File: src/rtl/mem_wb_pipe_reg_pkg.sv
// Shared types and default widths for the MEM->WB pipeline register.
package mem_wb_pipe_reg_pkg;

    localparam int DEF_ADDR_W    = 32;
    localparam int DEF_WORD_W    = 32;
    localparam int DEF_REG_IDX_W = 4;
    localparam int DEF_CNT_W     = 32;

    typedef enum logic [1:0] {
        EMPTY = 2'd0,
        FULL  = 2'd1,
        SKID  = 2'd2
    } state_e;

    // Entry layout at the default widths; the top rebuilds it from its own parameters.
    typedef struct packed {
        logic [DEF_ADDR_W-1:0]    pc;
        logic [DEF_ADDR_W-1:0]    alu_res;
        logic [DEF_WORD_W-1:0]    mem_data;
        logic                     mem_r_en;
        logic                     wb_en;
        logic [DEF_REG_IDX_W-1:0] dest;
    } entry_t;

    localparam int ENTRY_W = $bits(entry_t);

endpackage

File: src/rtl/mem_wb_pipe_reg_pipe_entry_reg.sv
// Load-enabled register holding one pipeline entry, cleared by synchronous reset.
module pipe_entry_reg #(
    parameter int W = 8
) (
    input  logic         clk,
    input  logic         rst,
    input  logic         load,
    input  logic [W-1:0] d,
    output logic [W-1:0] q
);

    // NOTE: sequential state uses non-blocking assignments so every flop samples pre-edge values.
    // NOTE: payload is cleared on reset so wb_value reads zero before the first entry arrives.
    always_ff @(posedge clk) begin
        if (rst) begin
            q <= '0;
        end else if (load) begin
            q <= d;
        end
    end

endmodule

File: src/rtl/mem_wb_pipe_reg.sv
// MEM->WB pipeline register: valid/ready handshake with a one-entry skid, flush,
// writeback-value selection, forwarding taps and a retired-instruction counter.
module mem_wb_pipe_reg
    import mem_wb_pipe_reg_pkg::*;
#(
    parameter int ADDR_W    = DEF_ADDR_W,
    parameter int WORD_W    = DEF_WORD_W,
    parameter int REG_IDX_W = DEF_REG_IDX_W,
    parameter int CNT_W     = DEF_CNT_W
) (
    input  logic                 clk,
    input  logic                 rst,
    input  logic                 flush,
    input  logic                 in_valid,
    output logic                 in_ready,
    input  logic [ADDR_W-1:0]    pc_in,
    input  logic [ADDR_W-1:0]    alu_res_in,
    input  logic [WORD_W-1:0]    mem_data_in,
    input  logic                 mem_r_en_in,
    input  logic                 wb_en_in,
    input  logic [REG_IDX_W-1:0] dest_in,
    output logic                 out_valid,
    input  logic                 out_ready,
    output logic [ADDR_W-1:0]    pc_out,
    output logic [ADDR_W-1:0]    alu_res_out,
    output logic [WORD_W-1:0]    mem_data_out,
    output logic                 mem_r_en_out,
    output logic                 wb_en_out,
    output logic [REG_IDX_W-1:0] dest_out,
    output logic [WORD_W-1:0]    wb_value,
    output logic                 fwd_valid,
    output logic [REG_IDX_W-1:0] fwd_dest,
    output logic [WORD_W-1:0]    fwd_value,
    output logic [CNT_W-1:0]     retired_count
);

    typedef struct packed {
        logic [ADDR_W-1:0]    pc;
        logic [ADDR_W-1:0]    alu_res;
        logic [WORD_W-1:0]    mem_data;
        logic                 mem_r_en;
        logic                 wb_en;
        logic [REG_IDX_W-1:0] dest;
    } pipe_entry_t;

    localparam int PIPE_ENTRY_W = $bits(pipe_entry_t);

    state_e      state_q;
    pipe_entry_t in_entry;
    pipe_entry_t main_d;
    pipe_entry_t main_q;
    pipe_entry_t skid_q;
    logic        in_fire;
    logic        out_fire;
    logic        main_load;
    logic        skid_load;
    logic [WORD_W-1:0] alu_res_wb;

    // Handshake decodes depend on the state register only, so out_ready never reaches in_ready.
    assign in_ready  = (state_q != SKID);
    assign out_valid = (state_q != EMPTY);
    assign in_fire   = in_valid & in_ready;
    assign out_fire  = out_valid & out_ready;

    assign in_entry = '{
        pc:       pc_in,
        alu_res:  alu_res_in,
        mem_data: mem_data_in,
        mem_r_en: mem_r_en_in,
        wb_en:    wb_en_in,
        dest:     dest_in
    };

    // NOTE: every always_comb output gets a default first so no path can infer a latch.
    always_comb begin
        main_load = 1'b0;
        skid_load = 1'b0;
        main_d    = in_entry;
        case (state_q)
            EMPTY: main_load = in_fire;
            FULL: begin
                main_load = in_fire & out_fire;
                skid_load = in_fire & ~out_fire;
            end
            SKID: begin
                main_load = out_fire;
                main_d    = skid_q;
            end
            default: ;
        endcase
    end

    pipe_entry_reg #(.W(PIPE_ENTRY_W)) u_main (
        .clk  (clk),
        .rst  (rst),
        .load (main_load),
        .d    (main_d),
        .q    (main_q)
    );

    pipe_entry_reg #(.W(PIPE_ENTRY_W)) u_skid (
        .clk  (clk),
        .rst  (rst),
        .load (skid_load),
        .d    (in_entry),
        .q    (skid_q)
    );

    // A flush empties the buffer but a head consumed in the same cycle still retires.
    always_ff @(posedge clk) begin
        if (rst) begin
            state_q       <= EMPTY;
            retired_count <= '0;
        end else begin
            if (out_fire) begin
                retired_count <= retired_count + CNT_W'(1);
            end
            if (flush) begin
                state_q <= EMPTY;
            end else begin
                case (state_q)
                    EMPTY: if (in_fire) state_q <= FULL;
                    FULL: begin
                        if (in_fire && !out_fire) begin
                            state_q <= SKID;
                        end else if (!in_fire && out_fire) begin
                            state_q <= EMPTY;
                        end
                    end
                    SKID: if (out_fire) state_q <= FULL;
                    default: state_q <= EMPTY;
                endcase
            end
        end
    end

    generate
        if (ADDR_W >= WORD_W) begin : g_alu_trunc
            assign alu_res_wb = main_q.alu_res[WORD_W-1:0];
        end else begin : g_alu_ext
            assign alu_res_wb = {{(WORD_W-ADDR_W){1'b0}}, main_q.alu_res};
        end
    endgenerate

    assign pc_out       = main_q.pc;
    assign alu_res_out  = main_q.alu_res;
    assign mem_data_out = main_q.mem_data;
    assign mem_r_en_out = main_q.mem_r_en;
    assign wb_en_out    = main_q.wb_en;
    assign dest_out     = main_q.dest;

    assign wb_value  = main_q.mem_r_en ? main_q.mem_data : alu_res_wb;
    assign fwd_valid = out_valid & main_q.wb_en;
    assign fwd_dest  = main_q.dest;
    assign fwd_value = wb_value;

endmodule

File: config.mk
export PLATFORM = sky130hd
export DESIGN_NAME = mem_wb_pipe_reg
export DESIGN_NICKNAME = d
export VERILOG_FILES = /design/src/rtl/mem_wb_pipe_reg_pkg.sv /design/src/rtl/mem_wb_pipe_reg_pipe_entry_reg.sv /design/src/rtl/mem_wb_pipe_reg.sv
export SDC_FILE = /design/constraint.sdc
export NUM_CORES = 1
export LEC_CHECK = 0
export CORE_ASPECT_RATIO = 0.9
export CORE_UTILIZATION = 35
export DETAILED_ROUTE_END_ITERATION = 8
export GPL_TIMING_DRIVEN = 0
export PLACE_DENSITY = 0.66
export SETUP_SLACK_MARGIN = 0.1
export SYNTH_ARGS = -nofsm -noshare
export SYNTH_HDL_FRONTEND = slang
export SYNTH_SLANG_ARGS = --single-unit
File: constraint.sdc
create_clock -name clk -period 4.4 [get_ports clk]
set_input_delay 0.88 -clock clk [delete_from_list [all_inputs] [get_ports clk]]
set_output_delay 0.88 -clock clk [all_outputs]
set_load 0.02 [all_outputs]
==> metrics.md, run 1 <==
| Metric | Value |
|---|---|
| Status | finished, final reports clean |
| Critical path's slowest cell | clkbuf_1 |
| Syn nets | between 1000 and 1500 |
| Hold path start | u_skid.q[58] |
| Max Cap Viol | 0 |
| Port buffer count | 309 |
| Fraction of layout cells with a size suffix above 1 | between 8 and 9% |
| Met2 usage | 36.08% |
| R2R Path Start | state_q[0] |
| Core area | ~28000 um2 |
| Unrepaired setup endpoints after global routing | false |
| FF+latch count, synth | 238 |
| Fin Clk Skew | about 9.8 ps |
| Clk slew on worst S/H paths | roughly 60 ps |
| Worst slew pin tran | 985.5 ps |
| Worst Hold Path EP | u_skid.q[58] |
| Synth Warn # | 0 |
| Worst Setup End Kind | primary output |
| Clk buf depth | 3 |
| Post-synth cell types | 41 |
| I/O Pins | ~310 |
| Met1 GRT Util | 28.58% |
| Sw Share | 26.68% |
| Post-route ant nets | 0 |
| DP HPWL | 24250 um |
| CTS root buf | clkbuf_16 |
| Fin crit share | 93.70% |
| Sink Count | 238 |
| PD cells | 378.2 nW/um2 |
| First-pass GRT wire length | 50430 um |
| # fillers | around 2700 |
| Total global routing overflow | 0 |
| Cts bufs inserted | 27 |
| Slew Limit Fails | 0 |
| Avg WL per Cell | between 15 and 20 um |
| Most Used Layer, Global Route | met2 |
| Die X | 182.0 um |
| Min cycle time layout | just over 4000 ps |
| Most frequent cell after synthesis | dfxtp_1 |
| GPL Wtd Cong | 0.8172 |
| Logic gate share of total power | 17.5% |
| Synth top area share | 46.70% |
| Psw | 0.001477 W |
| Worst Path Max Fanout | 10 |
| Ys flop type | dfxtp_1 |
| Final Hold Vio Count | 0 |
| Endpoints failing setup | 0 |
| Post-cts sizing count | 0 |
| Setup ws final | 277.0 ps |
| Critical path class | reg -> out |
| Vias/cell | 5.018 |
| Total track usage | about 22% |
| Sequential share of the synthesized area | 46.70% |
| Area grow syn2layout | 43.51% |
| Synth cell count leaders | dfxtp_1, nand2_1, nor2_1, a21oi_1, mux2i_1 |
| Cells on Worst Hold Path | 2 |
| Clock share of power | between 40% and 50% |
| Synth area leaders | dfxtp_1, mux2i_1, nand2_1, a211oi_1, a21oi_1 |
| Initial antenna violation count | 0 |
| Hold Path Class | reg -> reg |
| Setup slack at placement | 661.7 ps |
| Die area | 29840 um2 |
| CTS tree | done |
| Syn avg cell area | 8.706 um2 |
| Final WL | about 33000 um |
| Cells after synthesis | 1172 |
| Critical path data required time | 3520 ps |
| Number of post-CTS setup repair buffers | 0 |
| Cts hold-fix bufs | 0 |
| Max incr delay on CP | 780 ps |
| Type of origin of the critical path | register |
| 1st-iter DRT viols | 489 |
| Cell breakdown of the critical path | clkbuf_1 > clkbuf_1 > mux2_2 > buf_4 > clkdlybuf4s50_1 |
| Worst EP arrival | about 3200 ps |
| Synth Cell Area | 10200 um2 |
| Largest net degree at the start of global routing | 14 |
| # DRC | 0 |
| Sequential share of power | 42.0% |
| Worst r2r dst | u_main.q[32] |
| Fin Setup TNS | 0 ps |
| Vias in the first global route | 8987 |
| Clock latency on the worst-skew pair | 530 ps |
| Drt pass-1 iters | 5 |
| FF-to-FF path depth | 6 |
| Leak | 5.848 nW |
| Most used cell, CP | clkbuf_1 |
| FFs w/ async S/R, synth | 0% |
| Slew HR | about a third |
| CP top delay family | buffers and inverters |
| R2r setup slk | approximately 1700 ps |
| Top achievable clock speed | ~0.24 GHz |
| NumNets Final | 1618 |
| Initial Util | about 36% |
| Cell row count | 58 |
| Die Span Y | 164.0 um |
| M3 GR Usage | under 10% |
| Htree depth | 1 |
| Internal | 0.004060 W |
| Worst IR drop on VDD | 0.2498 mV |
| Worst Path Buf+Inv | 4 |
| Top cell type by total area after synthesis | dfxtp_1 |
| Number of synthesized flops with an enable pin | 0 |
| Vias | 9489 |
==> worst register-to-register path, delay by kind of cell, from the launching register on <==
kind | cells | cell delay [ps]
AND/OR/NAND/NOR | 2 | 270
AO/OA/AOI/OAI | 2 | 770
buffers and inverters | 2 | 1190
flip-flops | 1 | 360
==> worst max path at each step <==
stage / start / slack [ps] / cells past startpoint / to
global placement: in_valid / 760 / 7 / u_main.q[35]
floorplan: out_ready / 1890 / 6 / retired_count[28]
detailed placement: in_valid / 660 / 7 / u_main.q[9]
global route: u_main.q[5] / 200 / 5 / wb_value[18]
finish: u_main.q[5] / 280 / 5 / wb_value[18]
CTS: u_main.q[5] / 180 / 5 / wb_value[18]
==> layout make-up <==
cell class,instances,area (um2),area share (%)
antenna,1,2.502,0.01709
buffer,130,645.6,4.409
clock buffer,41,818.3,5.588
clock inverter,8,75.07,0.5127
inverter,6,22.52,0.1538
multi-input combinational,798,4771,32.58
sequential,238,4765,32.54
tap,360,450.4,3.076
timing repair buffer,309,3093,21.12
==> metrics by stage <==
| stage | power, W | std cells | area [um2] | hold slack [ps] | util, % |
|---|---|---|---|---|---|
| 2_1_floorplan | 0.002835 | 1172 | 10200 | 435.7 | - |
| 3_3_place_gp | 0.003337 | 1841 | 13750 | 440.2 | 48.57 |
| 3_5_place_dp | 0.003346 | 1841 | 13750 | 445.6 | 48.57 |
| 4_1_cts | 0.005598 | 1890 | 14640 | 453.6 | 51.73 |
| 5_1_grt | 0.005752 | 1890 | 14640 | 466.4 | 51.73 |
| 6_report | 0.005537 | 1891 | 14640 | 452.1 | 51.74 |
==> metal layers <==
| metal | up-vias | part of all wire [%] |
|---|---|---|
| li1 | 4714 | - |
| met1 | 4462 | 46 |
| met2 | 275 | 47 |
| met3 | 38 | 6.0 |
| met4 | 0 | 1.7 |
| met5 | - | 0 |
==> flip-flops by register name (all words and copies together) (netlist names) <==
| name | flops |
|---|---|
| u_skid.q | 102 |
| retired_count | 32 |
| u_main.q | 102 |
| state_q | 2 |
==> cells by family (layout without fill, tap and decap cells) <==
family	Yosys count	count (layout)	synth area share, %
compound gates	241	241	14.69
xor+xnor	9	9	0.7726
fa+ha+maj	1	1	0.1226
buf+inv	136	494	6.548
flops	238	238	46.70
mux	142	142	14.40
other cells	0	1	0
simple gates	405	405	16.77
==> cell usage in the layout, fill, tap and decap left out, drive strengths merged, types with 7 or more instances in the layout <==
cell type and n:
xnor2 7, dfxtp 238, nor3 9, clkbuf 114, nor2 120, or4 11, buf 57, nand2 216
inv 7, mux2 38, a211oi 102, nand3 10, nand4 7, o21ai 10, or3 8, o31ai 7
a21oi 118, clkdlybuf4s50 309, mux2i 104
==> power groups by stage <==
| stage | registers (W) | clock network, W | logic (W) |
|---|---|---|---|
| 4_1_cts | 0.00233 | 0.00229 | 0.000975 |
| 2_1_floorplan | 0.00244 | 0 | 0.000395 |
| 6_report | 0.00233 | 0.00224 | 0.000967 |
| 5_1_grt | 0.00234 | 0.00238 | 0.00103 |
| 3_3_place_gp | 0.00237 | 0 | 0.000963 |
| 3_5_place_dp | 0.00238 | 0 | 0.000970 |
Power figures use the tool's default switching activity.
==> run 2, diff against run 1 <==
- REMOVE_ABC_BUFFERS: unset -> 1
==> run 2 against run 1 <==
Net effect:
- count of clock-buffer cells in the layout decreased by 7
- sequential share of layout area increased by 1.0 points
- core utilization decreased by 1.5 points
- first-iteration DRC count decreased by 8.6%
- largest cell class unchanged
- largest power group unchanged
==> metrics.md, run 2 (synthesis gave the netlist of run 1 again) <==
| Metric | Value |
|---|---|
| R2r setup slk | 2040 ps (was 1710 ps) |
| Top achievable clock speed | 0.2712 GHz (was 0.2425 GHz) |
| Drt pass-1 iters | 5 (unchanged) |
| Sink Count | 238 (unchanged) |
| Commonest non-fill, non-tap cell in the layout | clkdlybuf4s50_1 (unchanged) |
| I/O Pins | 312 (unchanged) |
| Unrepaired setup endpoints after global routing | false (unchanged) |
| Worst IR drop on VDD | 0.2609 mV (was 0.2498 mV) |
| Total global routing overflow | 0 (unchanged) |
| First-pass GRT wire length | 43570 um (was 50430 um) |
| Total power | 0.005211 W (was 0.005537 W) |
| Commonest non-fill, non-tap cells in the layout | clkdlybuf4s50_1, dfxtp_1, nand2_1 (unchanged) |
| PD cells | 366.8 nW/um2 (was 378.2 nW/um2) |
| Final Hold Vio Count | 0 (unchanged) |
| Worst Setup End Kind | primary output (unchanged) |
| Worst EP arrival | 2810 ps (was 3240 ps) |
| Core area | 28300 um2 (unchanged) |
| Area grow syn2layout | 39.24% (was 43.51%) |
| Vias in the first global route | 8355 (was 8987) |
| # DRC | 0 (unchanged) |
| Worst Hold Slack | 451.5 ps (was 452.1 ps) |
| FF-to-FF path depth | 5 (was 6) |
| Worst slew pin tran | 804.8 ps (was 985.5 ps) |
| Critical path data required time | 3520 ps (about the same) |
| Status | finished, final reports clean (unchanged) |
| Final WL | 27570 um (was 33280 um) |
| Type of origin of the critical path | register (unchanged) |
| Htree depth | 1 (unchanged) |
| Hold path start | u_skid.q[19] (was u_skid.q[58]) |
| Largest regs | u_main.q (102), u_skid.q (102), retired_count (32) (unchanged) |
| Fin cells | 1766 (was 1891) |
| Clock latency on the worst-skew pair | 530 ps (about the same) |
| Port buffer count | 311 (was 309) |
| Cells on Worst Hold Path | 2 (unchanged) |
| 1st-iter DRT viols | 447 (was 489) |
| Clk slew on worst S/H paths | 60 ps (about the same) |
| Fin Clk Skew | 21.88 ps (was 9.756 ps) |
| Fin crit share | 83.80% (was 93.70%) |
| Worst r2r dst | retired_count[28] (was u_main.q[32]) |
| Post-cts sizing count | 0 (unchanged) |
| Vias/cell | 5.040 (was 5.018) |
| CTS root buf | clkbuf_16 (unchanged) |
| Slew HR | 46.35% (was 34.30%) |
| Endpoints failing setup | 0 (unchanged) |
| DP HPWL | 18240 um (was 24250 um) |
| Fin Setup TNS | 0 ps (unchanged) |
| Number of post-CTS setup repair buffers | 0 (unchanged) |
| Worst Hold Path EP | u_skid.q[19] (was u_skid.q[58]) |
| Cts bufs inserted | 26 (was 27) |
| Min cycle time layout | 3687 ps (was 4123 ps) |
| Avg WL per Cell | 15.61 um (was 17.60 um) |
| Cell Count Post-Placement | 1725 (was 1841) |
| GPL Wtd Cong | 0.7765 (was 0.8172) |
| Initial Util | 36.05% (unchanged) |
| Fraction of layout cells with a size suffix above 1 | 6.980% (was 8.889%) |
| Leak | 5.628 nW (was 5.848 nW) |
| Fin util | 50.20% (was 51.74%) |
| Total track usage | 17.80% (was 21.57%) |
| Cts hold-fix bufs | 0 (unchanged) |
| Post-route ant nets | 0 (unchanged) |
| Slew Limit Fails | 0 (unchanged) |
| Clk buf depth | 3 (unchanged) |
| CTS tree | done (unchanged) |
| Initial antenna violation count | 3 (was 0) |
| Cell row count | 58 (unchanged) |
| Max Cap Viol | 0 (unchanged) |
| Worst Path Max Fanout | 48 (was 10) |
| Vias | 8901 (was 9489) |
| Largest net degree at the start of global routing | 139 (was 14) |
| NumNets Final | 1501 (was 1618) |
| R2R Path Start | retired_count[0] (was state_q[0]) |
| Die X | 182.0 um (unchanged) |
| Critical path class | reg -> out (unchanged) |
| Hold Path Class | reg -> reg (unchanged) |
| Die area | 29840 um2 (unchanged) |
| Die Span Y | 164.0 um (unchanged) |
-- run 2: changes by cell type in the layout (fill, tap and decap cells not counted), moves of 5 or more --
cell | previous run | this run
buf_1 | 10 | 0
buf_16 | 0 | 6
clkbuf_1 | 78 | 4
buf_4 | 37 | 0
buf_12 | 0 | 6
clkbuf_8 | 9 | 4
buf_2 | 9 | 0
-- run 2: critical path, cell delays in order, from the launching register on --
cell and delay, ps:
dfxtp_1 420, nand2b_4 470, buf_16 310, buf_16 320
clkdlybuf4s50_1 680
-- run 2: power by group --
group / total (W) / switching [W] / leakage, nW / internal [W]
sequential: 0.00232 / 0.0000692 / 1.95 / 0.00225
clock: 0.00200 / 0.000858 / 0.377 / 0.00114
combinational: 0.000897 / 0.000447 / 3.31 / 0.000449
total: 0.00521 / 0.00137 / 5.63 / 0.00384
-- run 2: how the worst max path moves through the flow --
stage,end,slack [ps],cells after the start,start
final,in_ready,710,4,state_q[0]
after global routing,in_ready,590,4,state_q[0]
after CTS,in_ready,670,4,state_q[0]
after detailed placement,u_main.q[85],1010,9,out_ready
after global placement,u_main.q[94],-8390,4,out_ready
after floorplan,u_main.q[0],-3810,3,out_ready
-- run 2: cell type report --
cell class | instances | area (um2)
Multi-Input combinational cell | 798 | 4800
Fill cell | 2633 | 14090
Clock buffer | 34 | 720.7
Antenna cell | 2 | 5.005
Tap cell | 360 | 450.4
Inverter | 6 | 22.52
Timing Repair Buffer | 323 | 3403
Sequential cell | 238 | 4766
Clock inverter | 5 | 40.04
-- run 2: per-layer routing --
layer	vias to the layer above	GRT usage, %	share of wire, %
met1	4141	22.88	44
met2	232	29.39	46
met3	48	4.723	6.8
li1	4476	-	-
met5	-	0	0.098
met4	4	5.042	2.5
-- run 2: through the flow --
| stage | setup WS (ps) | instance area (um2) |
|---|---|---|
| 2_1_floorplan | -3807 | 9558 |
| 3_3_place_gp | -8389 | 13120 |
| 3_5_place_dp | 1009 | 13440 |
| 4_1_cts | 668.7 | 14200 |
| 5_1_grt | 592.2 | 14200 |
| 6_report | 712.9 | 14210 |
==> run 3, diff against run 2 <==
- clock period: 4.4 -> 3.5 ns (I/O delays scaled with it)
==> run 3 against run 2 <==
Net effect:
- sequential cell count did not move
- sequential share of layout area about the same
- cell count is 0.11% higher
- largest cell class unchanged
- die area unchanged
- power grew 26%
- largest power group unchanged
- routed wire length grew 0.96%
- worst hold slack barely moved
- core utilization up 0.057 points
==> metrics.md, run 3 (synthesis gave the netlist of run 1 again) <==
| Metric | Value |
|---|---|
| Status | finished, final reports clean (unchanged) |
| First-pass GRT wire length | 43950 um (was 43570 um) |
| Max Cap Viol | 0 (unchanged) |
| Htree depth | 1 (unchanged) |
| Leak | 5.633 nW (was 5.628 nW) |
| Sink Count | 238 (unchanged) |
| Die X | 182.0 um (unchanged) |
| Cts bufs inserted | 26 (unchanged) |
| 1st-iter DRT viols | 453 (was 447) |
| Worst Path Buf+Inv | 3 (unchanged) |
| Worst setup startpoint | state_q[0] (unchanged) |
| Port buffer count | 311 (unchanged) |
| Vias in the first global route | 8374 (was 8355) |
| FF-to-FF path depth | 4 (was 5) |
| Area grow syn2layout | 39.40% (was 39.24%) |
| Die Span Y | 164.0 um (unchanged) |
| # DRC | 0 (unchanged) |
| Clk buf depth | 3 (unchanged) |
| Fraction of layout cells with a size suffix above 1 | 7.112% (was 6.980%) |
| # fillers | 2632 (was 2633) |
| Post-cts sizing count | 0 (unchanged) |
| Worst Hold Slack | 451.9 ps (was 451.5 ps) |
| Commonest non-fill, non-tap cells in the layout | clkdlybuf4s50_1, dfxtp_1, nand2_1 (unchanged) |
| Most used cell, CP | buf_16 (unchanged) |
| Fin Clk Skew | 22.32 ps (was 21.88 ps) |
| R2r setup slk | 1030 ps (was 2040 ps) |
| Total global routing overflow | 0 (unchanged) |
| Post-route ant nets | 0 (unchanged) |
| CTS tree | done (unchanged) |
| Worst IR drop on VDD | 0.3280 mV (was 0.2609 mV) |
| Setup ws final | 212.4 ps (was 712.9 ps) |
| Min cycle time layout | between 3000 and 4000 ps |
| Worst Path Max Fanout | 48 (unchanged) |
| Unrepaired setup endpoints after global routing | false (unchanged) |
| Critical Path Sink | in_ready (unchanged) |
| Critical path's slowest cell | clkdlybuf4s50_1 (unchanged) |
| Initial antenna violation count | 3 (unchanged) |
| Avg WL per Cell | 15.74 um (was 15.61 um) |
| Clock latency on the worst-skew pair | 530 ps (about the same) |
| CP top delay family | buffers and inverters (unchanged) |
| Total track usage | 18.01% (was 17.80%) |
| Critical path data required time | 2800 ps (was 3520 ps) |
| Type of origin of the critical path | register (unchanged) |
| Hold Path Class | reg -> reg (unchanged) |
| Die area | 29840 um2 (unchanged) |
| Commonest non-fill, non-tap cell in the layout | clkdlybuf4s50_1 (unchanged) |
| Fin crit share | 93.93% |
| Setup slack at placement | 289.2 ps (was 1009 ps) |
| Worst path depth | 4 (unchanged) |
| Slew Limit Fails | 0 (unchanged) |
| Drt pass-1 iters | 6 (was 5) |
| Final Hold Vio Count | 0 (unchanged) |
| Worst Setup End Kind | primary output (unchanged) |
| Final WL | 27840 um (was 27570 um) |
| Top achievable clock speed | 0.3042 GHz |
| Cell area after placement | 13440 um2 (unchanged) |
| Max incr delay on CP | 680 ps (about the same) |
| Initial Util | 36.05% (unchanged) |
| Core area | 28300 um2 (unchanged) |
| Cell area after layout | 14220 um2 (was 14210 um2) |
| Vias | 8880 (was 8901) |
| Cell breakdown of the critical path | nand2b_4 > buf_16 > buf_16 > clkdlybuf4s50_1 (unchanged) |
| Largest regs | u_main.q (102), u_skid.q (102), retired_count (32) (unchanged) |
| Clk slew on worst S/H paths | 60 ps (about the same) |
| Worst r2r dst | retired_count[28] (unchanged) |
| DP HPWL | 18240 um (unchanged) |
| Endpoints failing setup | 0 (unchanged) |
| Cell row count | 58 (unchanged) |
| Worst EP arrival | 2590 ps (was 2810 ps) |
| R2R Path Start | state_q[1] (was retired_count[0]) |
| Worst slew pin tran | 802.9 ps (was 804.8 ps) |
| PD cells | 460.6 nW/um2 (was 366.8 nW/um2) |
| Largest net degree at the start of global routing | 139 (unchanged) |
| CTS root buf | clkbuf_16 (unchanged) |
| GPL Wtd Cong | 0.7765 (unchanged) |
| Slew HR | 46.47% (was 46.35%) |
| Vias/cell | 5.023 (was 5.040) |
| I/O Pins | 312 (unchanged) |
| Fin cells | 1768 (was 1766) |
| NumNets Final | 1503 (was 1501) |
| Cell Count Post-Placement | 1725 (unchanged) |
| Critical path class | reg -> out (unchanged) |
| Fin util | 50.26% (was 50.20%) |
## run 3: cell count changes in the layout (fill, tap and decap cells not counted)
cell / change
buf_4: +1
nand2b_2: +1
## run 3: worst min-delay path by stage
stage	cells after the start	endpoint	startpoint	slack (ps)
3_3_place_gp	2	u_skid.q[100]	u_skid.q[100]	440
5_1_grt	2	u_skid.q[2]	u_skid.q[2]	470
2_1_floorplan	2	u_skid.q[0]	u_skid.q[0]	430
6_report	2	u_skid.q[45]	u_skid.q[45]	450
4_1_cts	2	u_skid.q[38]	u_skid.q[38]	450
3_5_place_dp	2	u_skid.q[38]	u_skid.q[38]	450
## run 3: where the power goes
| part | total (W) | internal [W] | switching, W |
|---|---|---|---|
| Sequential | 0.00291 | 0.00283 | 0.0000872 |
| Clock | 0.00251 | 0.00143 | 0.00108 |
| Combinational | 0.00113 | 0.000566 | 0.000563 |
## run 3: per-layer routing
layer / GRT usage [%] / part of all wire, %
met1: 23.03 / 44
met2: 29.98 / 47
met3: 4.723 / 6.5
met4: 5.042 / 2.5
met5: 0 / 0.097
## run 3: repair_timing
action / 4_1_cts / 5_1_grt
endpoints found under the setup margin: 1 / 0
hold buffers: 0 / 0
buffers inserted: 1 / 0
## run 3: layout make-up
| type | instances | area, um2 | area share (%) |
|---|---|---|---|
| clock inverter | 5 | 40.04 | 0.2815 |
| tap | 360 | 450.4 | 3.167 |
| inverter | 6 | 22.52 | 0.1583 |
| antenna | 2 | 5.005 | 0.03519 |
| multi-input combinational | 799 | 4808 | 33.81 |
| clock buffer | 34 | 720.7 | 5.067 |
| sequential | 238 | 4766 | 33.51 |
| timing repair buffer | 324 | 3411 | 23.98 |
## run 3: stage by stage
step / setup TNS (ps) / power, W
2_1_floorplan: -464490 / 0.003503
3_3_place_gp: -1536800 / 0.004156
3_5_place_dp: 0 / 0.004108
4_1_cts: 0 / 0.006633
5_1_grt: 0 / 0.006830
6_report: 0 / 0.006551
## run 3: worst min-delay path, cell delays in order, from the launching register on
cell and delay, ps:
dfxtp_1 300, nand2_1 50, a21oi_1 50
